--- src/rtl/axil_cfg_master_if.sv ---
// AXI4-Lite bus bundle between axil_cfg_master and the accelerator's s_axi_config port.
interface axil_cfg_master_if #(
  parameter int ADDR_W = 5,
  parameter int DATA_W = 32
);
  logic                  AWVALID, AWREADY;
  logic [ADDR_W-1:0]     AWADDR;
  logic                  WVALID, WREADY;
  logic [DATA_W-1:0]     WDATA;
  logic [DATA_W/8-1:0]   WSTRB;
  logic                  BVALID, BREADY;
  logic [1:0]            BRESP;
  logic                  ARVALID, ARREADY;
  logic [ADDR_W-1:0]     ARADDR;
  logic                  RVALID, RREADY;
  logic [DATA_W-1:0]     RDATA;
  logic [1:0]            RRESP;

  modport master (
    output AWVALID, AWADDR, input AWREADY,
    output WVALID, WDATA, WSTRB, input WREADY,
    input  BVALID, BRESP, output BREADY,
    output ARVALID, ARADDR, input ARREADY,
    input  RVALID, RDATA, RRESP, output RREADY
  );

  modport slave (
    input  AWVALID, AWADDR, output AWREADY,
    input  WVALID, WDATA, WSTRB, output WREADY,
    output BVALID, BRESP, input BREADY,
    input  ARVALID, ARADDR, output ARREADY,
    output RVALID, RDATA, RRESP, input RREADY
  );
endinterface

--- src/rtl/axil_cfg_master.sv ---
// Single-outstanding AXI4-Lite initiator turning cmd/resp requests into config-port accesses.
// Optional watchdog output `timeout` (and TIMEOUT_CYCLES) exists only with AXIL_CFG_TIMEOUT_EN.
module axil_cfg_master #(
  parameter int C_M_AXI_CONFIG_ADDR_WIDTH = 5,
  parameter int C_M_AXI_CONFIG_DATA_WIDTH = 32
`ifdef AXIL_CFG_TIMEOUT_EN
  , parameter int TIMEOUT_CYCLES = 255
`endif
) (
  input  logic                                   ap_clk,
  input  logic                                   ap_rst_n,
  input  logic                                   cmd_valid,
  output logic                                   cmd_ready,
  input  logic                                   cmd_write,
  input  logic [C_M_AXI_CONFIG_ADDR_WIDTH-1:0]   cmd_addr,
  input  logic [C_M_AXI_CONFIG_DATA_WIDTH-1:0]   cmd_wdata,
  input  logic [C_M_AXI_CONFIG_DATA_WIDTH/8-1:0] cmd_wstrb,
  output logic                                   resp_valid,
  input  logic                                   resp_ready,
  output logic [C_M_AXI_CONFIG_DATA_WIDTH-1:0]   resp_rdata,
  output logic [1:0]                             resp_resp,
  axil_cfg_master_if.master                      m_axi_config
`ifdef AXIL_CFG_TIMEOUT_EN
  , output logic                                 timeout
`endif
);
  localparam int AW = C_M_AXI_CONFIG_ADDR_WIDTH;
  localparam int DW = C_M_AXI_CONFIG_DATA_WIDTH;
  localparam int SW = DW / 8;

  localparam logic [2:0] S_IDLE = 3'd0;
  localparam logic [2:0] S_WR   = 3'd1;
  localparam logic [2:0] S_WB   = 3'd2;
  localparam logic [2:0] S_RA   = 3'd3;
  localparam logic [2:0] S_RD   = 3'd4;
  localparam logic [2:0] S_RESP = 3'd5;

  typedef struct packed {
    logic [AW-1:0] addr;
    logic [DW-1:0] wdata;
    logic [SW-1:0] wstrb;
  } req_t;

  typedef struct packed {
    logic [DW-1:0] rdata;
    logic [1:0]    resp;
  } rsp_t;

  logic [2:0] state;
  req_t       req;
  rsp_t       rsp;
  logic       aw_vld, w_vld, ar_vld, b_rdy, r_rdy, rsp_vld;
  logic       aw_done, w_done;
  logic       accept, aw_hs, w_hs;

  // Reset gates cmd_ready so nothing looks accepted while the block is held.
  assign cmd_ready = (state == S_IDLE) & ap_rst_n;
  assign accept    = cmd_valid & cmd_ready;
  assign aw_hs     = aw_vld & m_axi_config.AWREADY;
  assign w_hs      = w_vld & m_axi_config.WREADY;

  always_ff @(posedge ap_clk) begin
    if (!ap_rst_n) begin
      state   <= S_IDLE;
      req     <= '0;
      rsp     <= '0;
      aw_vld  <= 1'b0;
      w_vld   <= 1'b0;
      ar_vld  <= 1'b0;
      b_rdy   <= 1'b0;
      r_rdy   <= 1'b0;
      rsp_vld <= 1'b0;
      aw_done <= 1'b0;
      w_done  <= 1'b0;
    end else begin
      case (state)
        S_IDLE: if (accept) begin
          req <= '{addr: cmd_addr, wdata: cmd_wdata, wstrb: cmd_wstrb};
          if (cmd_write) begin
            aw_vld  <= 1'b1;
            w_vld   <= 1'b1;
            aw_done <= 1'b0;
            w_done  <= 1'b0;
            state   <= S_WR;
          end else begin
            ar_vld <= 1'b1;
            state  <= S_RA;
          end
        end
        // AW and W complete independently; B is only opened once both have gone.
        S_WR: begin
          if (aw_hs) begin
            aw_vld  <= 1'b0;
            aw_done <= 1'b1;
          end
          if (w_hs) begin
            w_vld  <= 1'b0;
            w_done <= 1'b1;
          end
          if ((aw_done | aw_hs) & (w_done | w_hs)) begin
            b_rdy <= 1'b1;
            state <= S_WB;
          end
        end
        S_WB: if (m_axi_config.BVALID) begin
          b_rdy   <= 1'b0;
          rsp     <= '{rdata: '0, resp: m_axi_config.BRESP};
          rsp_vld <= 1'b1;
          state   <= S_RESP;
        end
        S_RA: if (m_axi_config.ARREADY) begin
          ar_vld <= 1'b0;
          r_rdy  <= 1'b1;
          state  <= S_RD;
        end
        S_RD: if (m_axi_config.RVALID) begin
          r_rdy   <= 1'b0;
          rsp     <= '{rdata: m_axi_config.RDATA, resp: m_axi_config.RRESP};
          rsp_vld <= 1'b1;
          state   <= S_RESP;
        end
        S_RESP: if (resp_ready) begin
          rsp_vld <= 1'b0;
          state   <= S_IDLE;
        end
        default: state <= S_IDLE;
      endcase
    end
  end

  assign m_axi_config.AWVALID = aw_vld;
  assign m_axi_config.AWADDR  = req.addr;
  assign m_axi_config.WVALID  = w_vld;
  assign m_axi_config.WDATA   = req.wdata;
  assign m_axi_config.WSTRB   = req.wstrb;
  assign m_axi_config.BREADY  = b_rdy;
  assign m_axi_config.ARVALID = ar_vld;
  assign m_axi_config.ARADDR  = req.addr;
  assign m_axi_config.RREADY  = r_rdy;

  assign resp_valid = rsp_vld;
  assign resp_rdata = rsp.rdata;
  assign resp_resp  = rsp.resp;

`ifdef AXIL_CFG_TIMEOUT_EN
  localparam int            TW     = $clog2(TIMEOUT_CYCLES + 1);
  localparam logic [TW-1:0] TO_LIM = TW'(TIMEOUT_CYCLES);

  logic [TW-1:0] to_cnt;
  logic          busy;

  assign busy = (state == S_WR) | (state == S_WB) | (state == S_RA) | (state == S_RD);

  // Flag only; the bus transaction keeps waiting so AXI ordering is never broken.
  always_ff @(posedge ap_clk) begin
    if (!ap_rst_n) begin
      to_cnt  <= '0;
      timeout <= 1'b0;
    end else if (accept) begin
      to_cnt  <= '0;
      timeout <= 1'b0;
    end else if (busy) begin
      if (to_cnt != TO_LIM) to_cnt <= to_cnt + 1'b1;
      if (to_cnt >= TO_LIM - 1'b1) timeout <= 1'b1;
    end
  end
`endif
endmodule

--- src/flat_wrapper.sv ---
// flat-port wrapper written by rule: the top's interface ports become plain ports
module axil_cfg_master_flat 
#(
  parameter int C_M_AXI_CONFIG_ADDR_WIDTH = 5,
  parameter int C_M_AXI_CONFIG_DATA_WIDTH = 32

)
  (ap_clk, ap_rst_n, cmd_valid, cmd_ready, cmd_write, cmd_addr, cmd_wdata, cmd_wstrb, resp_valid, resp_ready, resp_rdata, resp_resp, m_axi_config_AWVALID, m_axi_config_AWADDR, m_axi_config_AWREADY, m_axi_config_WVALID, m_axi_config_WDATA, m_axi_config_WSTRB, m_axi_config_WREADY, m_axi_config_BVALID, m_axi_config_BRESP, m_axi_config_BREADY, m_axi_config_ARVALID, m_axi_config_ARADDR, m_axi_config_ARREADY, m_axi_config_RVALID, m_axi_config_RDATA, m_axi_config_RRESP, m_axi_config_RREADY);
  axil_cfg_master_if #(.ADDR_W((5)), .DATA_W((32))) m_axi_config_i ();
  input  logic ap_clk;
  input  logic ap_rst_n;
  input  logic cmd_valid;
  output logic cmd_ready;
  input  logic cmd_write;
  input  logic [C_M_AXI_CONFIG_ADDR_WIDTH-1:0] cmd_addr;
  input  logic [C_M_AXI_CONFIG_DATA_WIDTH-1:0] cmd_wdata;
  input  logic [C_M_AXI_CONFIG_DATA_WIDTH/8-1:0] cmd_wstrb;
  output logic resp_valid;
  input  logic resp_ready;
  output logic [C_M_AXI_CONFIG_DATA_WIDTH-1:0] resp_rdata;
  output logic [1:0] resp_resp;
  output wire logic [$bits(m_axi_config_i.AWVALID)-1:0] m_axi_config_AWVALID;
  output wire logic [$bits(m_axi_config_i.AWADDR)-1:0] m_axi_config_AWADDR;
  input wire logic [$bits(m_axi_config_i.AWREADY)-1:0] m_axi_config_AWREADY;
  output wire logic [$bits(m_axi_config_i.WVALID)-1:0] m_axi_config_WVALID;
  output wire logic [$bits(m_axi_config_i.WDATA)-1:0] m_axi_config_WDATA;
  output wire logic [$bits(m_axi_config_i.WSTRB)-1:0] m_axi_config_WSTRB;
  input wire logic [$bits(m_axi_config_i.WREADY)-1:0] m_axi_config_WREADY;
  input wire logic [$bits(m_axi_config_i.BVALID)-1:0] m_axi_config_BVALID;
  input wire logic [$bits(m_axi_config_i.BRESP)-1:0] m_axi_config_BRESP;
  output wire logic [$bits(m_axi_config_i.BREADY)-1:0] m_axi_config_BREADY;
  output wire logic [$bits(m_axi_config_i.ARVALID)-1:0] m_axi_config_ARVALID;
  output wire logic [$bits(m_axi_config_i.ARADDR)-1:0] m_axi_config_ARADDR;
  input wire logic [$bits(m_axi_config_i.ARREADY)-1:0] m_axi_config_ARREADY;
  input wire logic [$bits(m_axi_config_i.RVALID)-1:0] m_axi_config_RVALID;
  input wire logic [$bits(m_axi_config_i.RDATA)-1:0] m_axi_config_RDATA;
  input wire logic [$bits(m_axi_config_i.RRESP)-1:0] m_axi_config_RRESP;
  output wire logic [$bits(m_axi_config_i.RREADY)-1:0] m_axi_config_RREADY;
  assign m_axi_config_AWVALID = m_axi_config_i.AWVALID;
  assign m_axi_config_AWADDR = m_axi_config_i.AWADDR;
  assign m_axi_config_i.AWREADY = m_axi_config_AWREADY;
  assign m_axi_config_WVALID = m_axi_config_i.WVALID;
  assign m_axi_config_WDATA = m_axi_config_i.WDATA;
  assign m_axi_config_WSTRB = m_axi_config_i.WSTRB;
  assign m_axi_config_i.WREADY = m_axi_config_WREADY;
  assign m_axi_config_i.BVALID = m_axi_config_BVALID;
  assign m_axi_config_i.BRESP = m_axi_config_BRESP;
  assign m_axi_config_BREADY = m_axi_config_i.BREADY;
  assign m_axi_config_ARVALID = m_axi_config_i.ARVALID;
  assign m_axi_config_ARADDR = m_axi_config_i.ARADDR;
  assign m_axi_config_i.ARREADY = m_axi_config_ARREADY;
  assign m_axi_config_i.RVALID = m_axi_config_RVALID;
  assign m_axi_config_i.RDATA = m_axi_config_RDATA;
  assign m_axi_config_i.RRESP = m_axi_config_RRESP;
  assign m_axi_config_RREADY = m_axi_config_i.RREADY;
  axil_cfg_master #(.C_M_AXI_CONFIG_ADDR_WIDTH(C_M_AXI_CONFIG_ADDR_WIDTH), .C_M_AXI_CONFIG_DATA_WIDTH(C_M_AXI_CONFIG_DATA_WIDTH)) u_core (.ap_clk(ap_clk), .ap_rst_n(ap_rst_n), .cmd_valid(cmd_valid), .cmd_ready(cmd_ready), .cmd_write(cmd_write), .cmd_addr(cmd_addr), .cmd_wdata(cmd_wdata), .cmd_wstrb(cmd_wstrb), .resp_valid(resp_valid), .resp_ready(resp_ready), .resp_rdata(resp_rdata), .resp_resp(resp_resp), .m_axi_config(m_axi_config_i));
endmodule
--- config.mk ---
export PLATFORM = sky130hd
export DESIGN_NAME = axil_cfg_master_flat
export DESIGN_NICKNAME = d
export VERILOG_FILES = /design/src/rtl/axil_cfg_master_if.sv /design/src/rtl/axil_cfg_master.sv /design/src/flat_wrapper.sv
export SDC_FILE = /design/constraint.sdc
export NUM_CORES = 1
export LEC_CHECK = 0
export BUFFER_PORTS_ARGS = -buffer_cell sky130_fd_sc_hd__buf_2
export CAP_MARGIN = 20
export CORE_ASPECT_RATIO = 0.9
export CORE_MARGIN = 10
export CORE_UTILIZATION = 48
export CTS_BUF_LIST = sky130_fd_sc_hd__clkbuf_16
export CTS_CLUSTER_DIAMETER = 200
export DETAILED_ROUTE_END_ITERATION = 10
export PLACE_DENSITY_LB_ADDON = 0.25
export SETUP_SLACK_MARGIN = 0.15
export SYNTH_ARGS = -nofsm -noshare
export SYNTH_HDL_FRONTEND = slang
export SYNTH_SLANG_ARGS = --single-unit
--- constraint.sdc ---
create_clock -name ap_clk -period 3 [get_ports ap_clk]
set_input_delay 0.15 -clock ap_clk [delete_from_list [all_inputs] [get_ports ap_clk]]
set_output_delay 0.15 -clock ap_clk [all_outputs]
set_load 0.005 [all_outputs]
== Yosys cells after proc, flatten, opt, wreduce, memory -nomap -nowiden ==
Index checks and enable logic that the tools add are counted.

* Equality and inequality tests: 15
* Muxes and demuxes: 37
* Bitwise logic cells: 7
* Reduce and logical (&&, ||, !) cells: 16

{| class="wikitable"
|+ Operators with widths
! kind !! number
|-
| 34-bit 2-to-1 mux || 2
|-
| 34-bit one-hot mux with 2 select lines || 1
|-
| 1-bit 2-to-1 mux || 18
|-
| 3-bit 2-to-1 mux || 6
|-
| 3-bit one-hot mux with 6 select lines || 1
|-
| 4-bit AND reduction || 4
|-
| 1-bit one-hot mux with 2 select lines || 7
|-
| 2-bit inequality test (second input constant) || 6
|-
| 2-bit nonzero test || 5
|-
| 3-bit AND reduction || 3
|-
| 2-bit by 1-bit inequality test with 1-bit output (second input constant) || 4
|-
| 3-bit by 2-bit equality test with 1-bit output (second input constant) || 2
|-
| 3-bit equality test (second input constant) || 2
|-
| 6-bit AND reduction || 1
|-
| 1-bit bitwise AND || 5
|-
| 3-bit by 1-bit equality test with 1-bit output (second input constant) || 1
|-
| 3-bit zero test || 1
|-
| 1-bit one-hot mux with 3 select lines || 1
|-
| 3-bit nonzero test || 1
|-
| 2-bit 2-to-1 mux || 1
|-
| 1-bit OR || 2
|-
| 2-bit AND reduction || 1
|}

* Register bits after elaboration: 86
* Input bits: 87
* Word-level logic and storage cells: 89

== Depth between registers and ports, before layout ==
Gate-level depths: netlist of run 1.

* Depth after elaboration: 5
* Depth in mapped cells: 7
* Gate-level depth less buffers: 4

== Worst setup path after synthesis of run 1 ==
No wires, ideal clock.

* Kind: register to register
* From: register u_core.state[1]
* To: register u_core.rsp, in the netlist u_core.resp_rdata[17]
* Setup time: 0.118 ns
* Data arrival time: 1.272 ns
* Data required time: 2.882 ns
* Slack: 1.609 ns
* Stages on the path, launching flop included: 8
* Clock period less this slack: 1.391 ns
* Cell sequence: dfxtp_1 -> buf_6 -> nor4bb_1 -> buf_4 -> a31oi_4 -> buf_4 -> a22oi_1 -> nor2b_1

* Cells in the longest elaborated chain, start to end: 3
* Elaborated cells between the ends (all ways): 7
* Those cells by class: eq/ne (4); mux (1); reduce/logical (2)

{| class="wikitable"
|+ RTL lines
! element !! line !! source
|-
| from (decl) || axil_cfg_master.sv:49 || <nowiki>logic [2:0] state;</nowiki>
|-
| from (signal assigned) || axil_cfg_master.sv:64 || <nowiki>state <= S_IDLE;</nowiki>
|-
| from (signal assigned) || axil_cfg_master.sv:84 || <nowiki>state <= S_WR;</nowiki>
|-
| from (signal assigned) || axil_cfg_master.sv:87 || <nowiki>state <= S_RA;</nowiki>
|-
| 3-bit equality test / 3-bit by 2-bit equality test with 1-bit output (equally long branches) || axil_cfg_master.sv:76 || <nowiki>case (state)</nowiki>
|-
| 2-bit inequality test (no line) / 2-bit nonzero test (equally long branches) || - ||
|-
| 3-bit AND reduction (no line) || - ||
|-
| to (signal assigned) || axil_cfg_master.sv:107 || <nowiki>rsp <= '{rdata: '0, resp: m_axi_config.BRESP};</nowiki>
|-
| to (signal assigned) || axil_cfg_master.sv:118 || <nowiki>rsp <= '{rdata: m_axi_config.RDATA, resp: m_axi_config.RRESP};</nowiki>
|-
| to (decl) || axil_cfg_master.sv:51 || <nowiki>rsp_t rsp;</nowiki>
|}

Several ways; a longest one is shown, not always the timed one.
A chain may end at the register's enable or synchronous reset.

== Worst setup path in the final report of run 1 ==
* From: register u_core.state[1]
* To: register u_core.rsp, in the netlist u_core.resp_rdata[4]

The elaborated chain is that of the path after synthesis.

==> results of run 1 <==
cell usage after synthesis, types with 3 or more instances:
library cell,number,area [µm²]
a32oi_1,3,26.28
a21oi_1,4,20.02
buf_2,8,40.04
nor3_1,3,15.01
dfxtp_1,86,1722
a22oi_1,32,240.2
nand3_1,44,220.2
nor2_1,3,11.26
mux2i_1,5,50.05
clkbuf_1,12,45.04
nand2_1,96,360.4
nor2b_1,35,219.0
inv_1,3,11.26
buf_1,4,15.01
buf_4,9,67.56
a21boi_0,3,22.52
cell type report:
type / instances / share of cell area
clock buffers: 9 / 0.04741
multi-input cells: 254 / 0.2997
clock inverters: 7 / 0.02212
repair buffers: 203 / 0.2423
inverters: 3 / 0.002370
flip-flops and latches: 86 / 0.3624
well taps: 90 / 0.02370
state kept, by name, summed over array words and instances (netlist names):
signal / cells
u_core.aw_done: 1
u_core.m_axi_config.ARADDR: 5
u_core.m_axi_config.ARVALID: 1
u_core.m_axi_config.AWVALID: 1
u_core.m_axi_config.BREADY: 1
u_core.m_axi_config.RREADY: 1
u_core.m_axi_config.WDATA: 32
u_core.m_axi_config.WSTRB: 4
u_core.m_axi_config.WVALID: 1
u_core.resp_rdata: 32
u_core.resp_resp: 2
u_core.resp_valid: 1
u_core.state: 3
u_core.w_done: 1
tightest hold or removal path: stages:
cell,delay [ns]
buf_2,0.07
nand2_1,0.04
nand2_1,0.05
logic make-up (layout without fill, tap and decap cells):
family | Yosys count | count (layout) | share of synthesized area
AND/OR/NAND/NOR | 195 | 195 | 0.2822
flip-flops | 86 | 86 | 0.5177
AO/OA/AOI/OAI | 54 | 54 | 0.1264
buffers and inverters | 38 | 222 | 0.05869
multiplexers | 5 | 5 | 0.01505
through the flow:
step	std cells	utilization	area (µm²)	total power [µW]	setup slack, ns
after floorplan	378	-	3326	1977	1.609
after global placement	612	0.6280	4180	2261	1.052
after detailed placement	612	0.6280	4180	2289	0.9709
after CTS	652	0.7137	4751	3544	0.9573
after global routing	652	0.7137	4751	3710	0.7928
final	652	0.7137	4751	3512	0.9696
routing by layer:
metal	GRT usage	vias to the layer above	wire length [µm]
met5	0	-	0
met4	0.06571	0	203
met3	0.1048	16	1296
met2	0.2893	146	4685
met1	0.2051	1488	3947
li1	-	1632	-
power groups by stage:
stage / Clock, µW / Sequential [µW] / Combinational, µW
3_3_place_gp: 0 / 1470 / 786
3_5_place_dp: 0 / 1490 / 803
2_1_floorplan: 0 / 1450 / 531
5_1_grt: 1290 / 1500 / 921
4_1_cts: 1250 / 1470 / 827
6_report: 1220 / 1470 / 821
how the worst max path moves through the flow:
stage                    startpoint                    end  slack [ns]  cells past startpoint
floorplan           u_core.state[1]  u_core.resp_rdata[17]        1.61                      7
global placement    u_core.state[1]    u_core.resp_resp[1]        1.05                      5
detailed placement  u_core.state[1]   u_core.resp_rdata[4]        0.97                      5
CTS                 u_core.state[1]   u_core.resp_rdata[4]        0.96                      5
global route        u_core.state[1]  u_core.resp_rdata[15]        0.79                      5
finish              u_core.state[1]   u_core.resp_rdata[4]        0.97                      5
==> metrics.md, run 1 <==
| Metric | Value |
|---|---|
| Status | `completed` |
| Clock share of power | `0.347` |
| Max incr delay on CP | `0.81 ns` |
| Share of flip-flops with an asynchronous set or reset | `0` |
| Setup Viol. Count Final | `0` |
| Worst Hold Margin | `0.007047 ns` |
| # clock sinks | `86` |
| Sum of negative setup slack | `0 ns` |
| Routability-driven placement congestion ratio | `0.8334` |
| I/O pin count | `174` |
| Clock Tree Buf Depth | `2` |
| Final Hold Viols | `0` |
| Aggregate global routing overflow | `0` |
| Critical path buffers and inverters | `1` |
| Sum of routed wire length over all layers | `10130 µm` |
| Number of violations of the max-capacitance limit | `0` |
| Combinational power share | `0.234` |
| Clock Skew | `0.004092 ns` |
| Resized Gates After CTS | `0` |
| Max-slew violation count | `0` |
| Per-cell routed wire length | `15.54 µm` |
| R2R Setup Slk | `0.97 ns` |
| Type of the worst setup path | `reg -> reg` |
| Initial cell density of the core | `0.4996` |
| P_sw | `1015 µW` |
| Cell type group with the largest total delay on the critical path | `flip-flops` |
| Worst min-delay path startpoint | `cmd_wdata[5]` |
| Antenna Diode Count | `0` |
| Endpoint of the worst hold-timing path | `u_core.m_axi_config.WDATA[5]` |
| Highest clock frequency the design can meet | `492.5 MHz` |
| Transition time at the pin with the least slew margin | `0.7597 ns` |
| Reg2Reg Launch Point | `u_core.state[1]` |
| TritonCTS clock tree | `yes` |
| Headroom to the max-slew limit | `0.4928` |
| Path depth of the worst reg2reg path | `5` |
| Mean number of vias per cell | `5.034` |
| Detail Placement HPWL | `7172 µm` |
| Drt drc | `0` |
| Die span in x | `107.7 µm` |
| Number of cell rows | `28` |
| Synth Flop Type | `dfxtp_1` |
| Die Y-Extent | `98.97 µm` |
| Insertion delay of the later-clocked pin in the worst-skew pair | `0.33 ns` |
| Reg area | `0.001722 mm²` |
| Portion of the clock cycle consumed by the worst path in the final layout | `0.6768` |
| Kind of start point of the critical path | `flip-flop` |
| Class of the worst hold path | `in -> reg` |
| Share of total power in sequential cells | `0.419` |
| Initial drt markers | `166` |
| Total of buffers placed on input and output ports | `173` |
| Most frequent cells in the layout | `buf_2, nand2_1, dfxtp_1` |
| Layout area overhead | `42.85%` |
| Reg-to-reg critical path endpoint | `u_core.resp_rdata[4]` |
| Area enclosed by the die boundary | `0.01066 mm²` |
| Number of CTS-inserted buffers | `9` |
| Worst path cell trace | `nor4bb_4, a31oi_4, buf_4, a22oi_1, nor2b_1` |
| Sw frac | `0.2890` |
| Share of cells above drive strength 1 | `0.3488` |
| Post-DRT Antenna Nets | `0` |
| Arrival @ worst endpoint | `2.29 ns` |
| Post-synthesis sequential area ratio | `0.5177` |
| Instance count along the most critical hold path | `3` |
| Post-Syn Instances | `378` |
| Clock Root Buffer | `clkbuf_16` |
| Count of hold buffers inserted by post-cts repair | `24` |
| Combined area of the multi-input logic cells | `0.001424 mm²` |
| Most frequent standard cell in the layout excluding fill and tap cells | `buf_2` |
| CP Data Required Time | `3.26 ns` |
| Number of iterations in the first detailed-routing pass | `4` |
| Final net count | `644` |
| Net count of the mapped netlist | `465` |
| Leakage power | `0.002359 µW` |
| Internal power component | `2497 µW` |
| Number of flops mapped to enable cells by yosys | `0` |
| First-pass GRT wire length | `16050 µm` |
| Cell area power density | `739.1 mW/mm²` |
| Post-CTS setup buffers | `0` |
| Pin count of the biggest net entering global routing | `42` |
| Fill cell instance count of the final layout | `545` |
| Antenna violations before repair | `0` |
| RSZ-0062 raised after global routing | `false` |
| Clock-pin slew on the worst setup and hold paths | `0.06 ns` |
| Distinct cell type count of the synthesized netlist | `38` |
| Total global-route track usage | `0.1846` |
| Number of vias after detailed routing | `3282` |
| Maximum ir drop on the vdd rail | `0.4465 mV` |
| Number of H-tree branching levels | `3` |
| Yosys warns | `0` |
| Final worst path period need | `2.030 ns` |
| Crit path max-delay cell type | `dfxtp_1` |
| Average instance area after synthesis | `8.798 µm²` |
| Vias in the first global route | `3244` |
| Synth Cell Area | `0.003326 mm²` |
| Synthesis-stage register bit count | `86` |
| Critical path capture point type | `flip-flop` |
| Top fanout value on the critical path | `21` |
| CORE AREA | `0.006656 mm²` |
Power figures use the tool's default switching activity.
==> run 2: changes to the inputs <==
Settings changed: ABC_AREA set to 1, CORE_UTILIZATION 48 to 45.
Clock period 3 ns to 2 ns, I/O delays scaled along.
==> metrics.md, run 2 <==
| Metric | Value |
|---|---|
| Status | `completed` |
| Post-synthesis sequential area ratio | `0.5093 (-0.008430)` |
| RSZ-0062 raised after global routing | `false` |
| Initial cell density of the core | `0.4706 (-0.02906)` |
| Post-synth top area cell | `dfxtp_1` |
| Fill cell instance count of the final layout | `611 (+12%)` |
| Number of CTS-inserted buffers | `9 (unchanged)` |
| Drt drc | `0 (unchanged)` |
| Detail Placement HPWL | `7414 µm (+3.4%)` |
| Final worst slack | `0.4230 ns (-0.5466 ns)` |
| Headroom to the max-slew limit | `0.7402 (+0.2474)` |
| Total global-route track usage | `0.1809 (-0.003764)` |
| Max-slew violation count | `0 (unchanged)` |
| Kind of start point of the critical path | `flip-flop` |
| Most frequent cells in the layout | `buf_2, nand2_1, dfxtp_1` |
| Number of H-tree branching levels | `3 (unchanged)` |
| Commonest cells in the synthesized netlist | `nand2_1, dfxtp_1, nand3_1, a21oi_1, o21ai_0` |
| Share of flip-flops with an asynchronous set or reset | `0 (unchanged)` |
| Clock share of power | `0.297 (-0.050)` |
| Distinct cell type count of the synthesized netlist | `23 (-39%)` |
| Internal power component | `3721 µW (+49%)` |
| Reg-to-reg critical path endpoint | `u_core.resp_rdata[29]` |
| Reg area | `0.001723 mm² (about the same)` |
| Number of vias after detailed routing | `3583 (+9.2%)` |
| Synth Flop Type | `dfxtp_1` |
| Sum of routed wire length over all layers | `10750 µm (+6.1%)` |
| Average instance area after synthesis | `7.546 µm² (-14%)` |
| Combinational power share | `0.291 (+0.057)` |
| Number of flops mapped to enable cells by yosys | `0 (unchanged)` |
| Initial drt markers | `152 (-8.4%)` |
| Clock Skew | `0.007695 ns (+0.003603 ns)` |
| Synthesis-stage register bit count | `86 (unchanged)` |
| Cells taking the most area after synthesis | `dfxtp_1, nand2_1, nand3_1, a21oi_1, o21ai_0` |
| TritonCTS clock tree | `yes` |
| Transition time at the pin with the least slew margin | `0.3896 ns (-0.3701 ns)` |
| # clock sinks | `86 (unchanged)` |
| Critical path capture point type | `flip-flop` |
| Insertion delay of the later-clocked pin in the worst-skew pair | `0.34 ns (about the same)` |
| Area enclosed by the die boundary | `0.01138 mm² (+6.8%)` |
| Final Hold Viols | `0 (unchanged)` |
| CP Data Required Time | `2.26 ns (-1.00 ns)` |
| Routability-driven placement congestion ratio | `0.8448 (+1.4%)` |
| Post-DRT Antenna Nets | `0 (unchanged)` |
| Cell area power density | `1130 mW/mm² (+53%)` |
| Number of violations of the max-capacitance limit | `0 (unchanged)` |
| Share of cells above drive strength 1 | `0.3169 (-0.03183)` |
| Critical path origin | `u_core.state[1]` |
| Vias in the first global route | `3496 (+7.8%)` |
| Layout area overhead | `46.04%` |
| Sum of negative setup slack | `0 ns (unchanged)` |
| Portion of the clock cycle consumed by the worst path in the final layout | `0.7885 (+0.1117)` |
| Number of cells after detailed placement | `686 (+12%)` |
| Total of buffers placed on input and output ports | `173 (unchanged)` |
| Most repeated cell in the gate-level netlist after synthesis | `nand2_1` |
| Placement-stage worst setup slack | `0.2714 ns (-0.6995 ns)` |
| Final worst path period need | `1.577 ns (-0.4534 ns)` |
| Post-CTS setup buffers | `0 (unchanged)` |
| Post-Syn Instances | `448 (+19%)` |
| First-pass GRT wire length | `17170 µm (+7.0%)` |
| Class of the worst hold path | `in -> reg` |
| Mean number of vias per cell | `4.822 (-4.2%)` |
| Aggregate global routing overflow | `0 (unchanged)` |
| Clock-pin slew on the worst setup and hold paths | `0.06 ns (about the same)` |
| Sw frac | `0.3329 (+0.04388)` |
| Maximum ir drop on the vdd rail | `0.5989 mV (+34%)` |
| Overall power of the completed layout | `5578 µW (+59%)` |
| Clock Root Buffer | `clkbuf_16` |
| Yosys warns | `0 (unchanged)` |
| I/O pin count | `174 (unchanged)` |
| R2R Setup Slk | `0.42 ns (-0.55 ns)` |
| Final net count | `732 (+14%)` |
| Arrival @ worst endpoint | `1.84 ns (-0.45 ns)` |
| Antenna Diode Count | `0 (unchanged)` |
| Antenna violations before repair | `0 (unchanged)` |
| Summed area of non-filler cells in the final layout | `0.004937 mm² (+3.9%)` |
| Number of iterations in the first detailed-routing pass | `5 (+1)` |
| Most frequent standard cell in the layout excluding fill and tap cells | `buf_2` |
| Worst Setup EP | `u_core.resp_rdata[29]` |
| CORE AREA | `0.007184 mm² (+7.9%)` |
| Net count of the mapped netlist | `535 (+15%)` |
| Highest clock frequency the design can meet | `634.1 MHz (+29%)` |
| Combined area of the multi-input logic cells | `0.001388 mm² (-2.5%)` |
| Number of cells in the finished layout apart from fillers | `743 (+14%)` |
| Reg2Reg Launch Point | `u_core.state[1]` |
| Pin count of the biggest net entering global routing | `83 (+98%)` |
| Total placed instance area | `0.004224 mm² (+1.0%)` |
| Clock Tree Buf Depth | `2 (unchanged)` |
| Per-cell routed wire length | `14.47 µm (-6.9%)` |
| Yosys top cell area share | `0.5093 (-0.008430)` |
| Die Y-Extent | `102.2 µm (+3.3%)` |
| P_sw | `1857 µW (+83%)` |
| Share of total power in sequential cells | `0.412 (-0.007)` |
| Type of the worst setup path | `reg -> reg` |
| Top fanout value on the critical path | `31 (+48%)` |
| Leakage power | `0.002358 µW (about the same)` |
| Number of cell rows | `29 (+3.6%)` |
| Die span in x | `111.4 µm (+3.4%)` |
| Setup Viol. Count Final | `0 (unchanged)` |
| Path depth of the worst reg2reg path | `7 (+2)` |
| Synth Cell Area | `0.003381 mm² (+1.7%)` |
==> run 2: cell count changes after synthesis, moves of 5 or more <==
cell / previous run / this run
a21oi_1: 4 / 43
a22oi_1: 32 / 0
inv_1: 3 / 16
mux2i_1: 5 / 0
nand2_1: 96 / 150
nor2_1: 3 / 16
nor2b_1: 35 / 0
o21ai_0: 1 / 38
o21ai_1: 0 / 6
==> run 2: how the worst min path moves through the flow <==
stage | from | end | slack (ns) | cells past startpoint
floorplan | cmd_addr[0] | u_core.m_axi_config.ARADDR[0] | 0.21 | 2
global placement | cmd_addr[4] | u_core.m_axi_config.ARADDR[4] | 0.30 | 3
detailed placement | cmd_wdata[3] | u_core.m_axi_config.WDATA[3] | 0.31 | 3
CTS | m_axi_config_RDATA[7] | u_core.resp_rdata[7] | 0.001 | 3
global route | m_axi_config_RDATA[7] | u_core.resp_rdata[7] | 0.002 | 3
finish | m_axi_config_RDATA[13] | u_core.resp_rdata[13] | 0.01 | 3
==> run 2: what timing repair did <==
| action | in CTS | in global routing |
|---|---|---|
| hold endpoints to repair | 41 | 0 |
| hold buffers | 41 | 0 |
| resized for setup | 0 | 3 |
| endpoints found under the setup margin | 0 | 32 |
==> run 2: cells by family (layout without fill, tap and decap cells) <==
kind of cell           after synthesis  count (layout)  share of synthesized area
AND/OR/NAND/NOR                    220             220                     0.2794
AO/OA/AOI/OAI                       88              88                     0.1310
flip-flops                          86              86                     0.5093
buffers and inverters               54             256                    0.08031
==> run 2: power by group through the flow <==
| stage | Combinational (µW) | Clock [µW] | Sequential, µW |
|---|---|---|---|
| finish | 1630 | 1660 | 2300 |
| global route | 1850 | 1770 | 2340 |
| CTS | 1640 | 1690 | 2290 |
| detailed placement | 1570 | 0 | 2320 |
| global placement | 1540 | 0 | 2310 |
| floorplan | 1000 | 0 | 2310 |
==> run 2: area by class of cell <==
class	count	area share
Clock buffer	9	0.04562
Clock inverter	7	0.01495
Multi-Input combinational cell	308	0.2810
Tap cell	93	0.02357
Sequential cell	86	0.3490
Timing Repair Buffer	220	0.2701
Inverter	20	0.01571
==> run 2: layer usage <==
metal | share of wire | global-route usage | up-vias
met4 | 0.0077 | 0.05035 | 0
met5 | 0 | 0 | -
met3 | 0.10 | 0.08963 | 8
met1 | 0.40 | 0.2017 | 1601
met2 | 0.49 | 0.3030 | 139
li1 | - | - | 1835
==> run 2: through the flow <==
stage	hold WS, ns	utilization
6_report	0.01326	0.6872
3_5_place_dp	0.3060	0.5879
5_1_grt	0.002022	0.6872
3_3_place_gp	0.2967	0.5879
2_1_floorplan	0.2127	-
4_1_cts	0.001295	0.6867
==> run 2: worst max-delay path, cell delays in order (launching register included) <==
cell,delay (ns)
dfxtp_1,0.51
nor2_8,0.06
nand2_1,0.15
inv_2,0.08
nand2_4,0.11
buf_4,0.31
nand3_1,0.12
a21oi_1,0.15
==> run 3: changes to the inputs <==
Settings changed: ABC_AREA 1 to 0, CORE_UTILIZATION 45 to 40.
Clock period 2 ns to 1.35 ns, I/O delays scaled along.
==> metrics.md, run 3 (synthesized netlist as in run 1, its figures left out) <==
| Metric | Value |
|---|---|
| Status | `finished, violations left` |
| Failing checks | `setup timing` |
| Number of vias after detailed routing | `3623 (+1.1%)` |
| Class of the worst hold path | `in -> reg` |
| Worst Hold Margin | `0.007578 ns (-0.005684 ns)` |
| Layout area overhead | `71.93%` |
| Clock-pin slew on the worst setup and hold paths | `0.06 ns (about the same)` |
| Post-DRT Antenna Nets | `0 (unchanged)` |
| Number of iterations in the first detailed-routing pass | `4 (-1)` |
| Area enclosed by the die boundary | `0.01237 mm² (+8.6%)` |
| CP Data Required Time | `1.60 ns (-0.66 ns)` |
| Most frequent standard cell in the layout excluding fill and tap cells | `buf_2` |
| Total of buffers placed on input and output ports | `173 (unchanged)` |
| Insertion delay of the later-clocked pin in the worst-skew pair | `0.33 ns (about the same)` |
| Die Y-Extent | `106.5 µm (+4.2%)` |
| Final Hold Viols | `0 (unchanged)` |
| Number of cell rows | `31 (+6.9%)` |
| Number of CTS-inserted buffers | `9 (unchanged)` |
| Highest clock frequency the design can meet | `700.4 MHz (+10%)` |
| Initial drt markers | `177 (+16%)` |
| Maximum ir drop on the vdd rail | `1.090 mV (+82%)` |
| Final worst path period need | `1.428 ns (-0.1491 ns)` |
| Mean number of vias per cell | `5.018 (+4.1%)` |
| Antenna violations before repair | `1 (+1)` |
| Arrival @ worst endpoint | `1.68 ns (-0.16 ns)` |
| Most frequent cells in the layout | `buf_2, nand2_1, dfxtp_1` |
| Vias in the first global route | `3772 (+7.9%)` |
| Critical path buffers and inverters | `1 (-1)` |
| Total placed instance area | `0.004385 mm² (+3.8%)` |
| Fill cell instance count of the final layout | `609 (-0.33%)` |
| Sum of routed wire length over all layers | `12570 µm (+17%)` |
| Clock Tree Buf Depth | `2 (unchanged)` |
| Number of cells after detailed placement | `640 (-6.7%)` |
| Drt drc | `0 (unchanged)` |
| Cell area power density | `1522 mW/mm² (+35%)` |
| Share of cells above drive strength 1 | `0.4469 (+0.1300)` |
| Summed area of non-filler cells in the final layout | `0.005718 mm² (+16%)` |
| First-pass GRT wire length | `19040 µm (+11%)` |
| CORE AREA | `0.008068 mm² (+12%)` |
| Worst path cell trace | `buf_4, a211o_1, a21o_1, o2111ai_4, mux2i_1` |
| Number of violations of the max-capacitance limit | `0 (unchanged)` |
| Total global-route track usage | `0.1924 (+0.01148)` |
| I/O pin count | `174 (unchanged)` |
| Clock Skew | `0.004239 ns (-0.003456 ns)` |
| Headroom to the max-slew limit | `0.7601 (+0.01985)` |
| Pin count of the biggest net entering global routing | `78 (-6.0%)` |
| Max incr delay on CP | `0.38 ns (-0.13 ns)` |
| TritonCTS clock tree | `yes` |
| Max-slew violation count | `0 (unchanged)` |
| Clock Root Buffer | `clkbuf_16` |
| RSZ-0062 raised after global routing | `true` |
| Kind of start point of the critical path | `flip-flop` |
| # clock sinks | `86 (unchanged)` |
| Setup Viol. Count Final | `65 (+65)` |
| Number of cells in the finished layout apart from fillers | `722 (-2.8%)` |
| Transition time at the pin with the least slew margin | `0.3585 ns (-0.03110 ns)` |
| Initial cell density of the core | `0.4122 (-0.05835)` |
| Routability-driven placement congestion ratio | `0.8668 (+2.6%)` |
| Leakage power | `0.002754 µW (+17%)` |
| Top fanout value on the critical path | `8 (-74%)` |
| Die span in x | `116.1 µm (+4.3%)` |
| Number of H-tree branching levels | `3 (unchanged)` |
| Final worst slack | `-0.07783 ns (-0.5009 ns)` |
| Type of the worst setup path | `reg -> reg` |
| Aggregate global routing overflow | `0 (unchanged)` |
| Detail Placement HPWL | `7549 µm (+1.8%)` |
| Cell type group with the largest total delay on the critical path | `compound AO/OA/AOI/OAI gates` |
| Critical path capture point type | `flip-flop` |
| Per-cell routed wire length | `17.41 µm (+20%)` |
| Crit path max-delay cell type | `dfxtp_4` |
| Final net count | `705 (-3.7%)` |
| Portion of the clock cycle consumed by the worst path in the final layout | `1.058 (+0.2692)` |
## run 3: report_power, final
group | leakage [µW] | total [µW] | switching, µW | internal, µW
registers | 0.000702 | 3220 | 281 | 2940
logic | 0.00193 | 3310 | 1510 | 1800
clock network | 0.000124 | 2180 | 965 | 1210
## run 3: final timing paths
check	start	slack, ns	endpoint	cells after the start
min	m_axi_config_RDATA[25]	0.008	u_core.resp_rdata[25]	3
min reg2reg	u_core.m_axi_config.WDATA[27]	0.45	u_core.m_axi_config.WDATA[27]	2
max reg2reg	u_core.state[0]	-0.08	u_core.state[1]	5
max	u_core.state[0]	-0.08	u_core.state[1]	5
## run 3: cell type report
cell class                 instances  area, µm²  share of cell area
multi-input combinational        254       1617              0.2827
inverter                           3      11.26            0.001969
timing repair buffer             264       1979              0.3462
sequential                        86       1728              0.3022
antenna                            1      2.502           0.0004376
clock inverter                     6      31.28            0.005470
clock buffer                       9      225.2             0.03939
tap                               99      123.9             0.02166
## run 3: worst reg2reg max path: cells and delay by family, from the launching register on
| kind | cells | cell delay [ns] |
|---|---|---|
| AO/OA/AOI/OAI | 3 | 0.62 |
| flip-flops | 1 | 0.38 |
| multiplexers | 1 | 0.21 |
| buffers and inverters | 1 | 0.15 |
## run 3: stage by stage
step / setup slack (ns) / setup TNS (ns) / util / power, µW
final: -0.07783 / -2.648 / 0.7087 / 8705
after global routing: -0.1822 / -9.798 / 0.7087 / 9157
after CTS: -0.05649 / -2.054 / 0.6977 / 8620
after detailed placement: -0.06753 / -1.621 / 0.5436 / 5413
after global placement: -0.04797 / -0.7730 / 0.5436 / 5362
after floorplan: -0.02562 / -0.7173 / - / 4431
## run 3: per-layer routing
metal  wire [µm]  share of wire  vias up  track usage
met2        6334           0.50      165       0.3297
li1            -              -     1760            -
met5           0              0        -            0
met3        1387           0.11       29      0.08994
met4         395          0.031        0      0.08839
met1        4453           0.35     1669       0.1946
## run 3: what timing repair did
| item | in CTS | in global routing |
|---|---|---|
| endpoints found under the setup margin | 87 | 87 |
| resized for setup | 53 | 17 |
| hold endpoints to repair | 41 | 0 |
| hold buffers | 41 | 0 |
| buffers inserted | 11 | 3 |
| cloned | 11 | 0 |
| pin swaps | 31 | 6 |
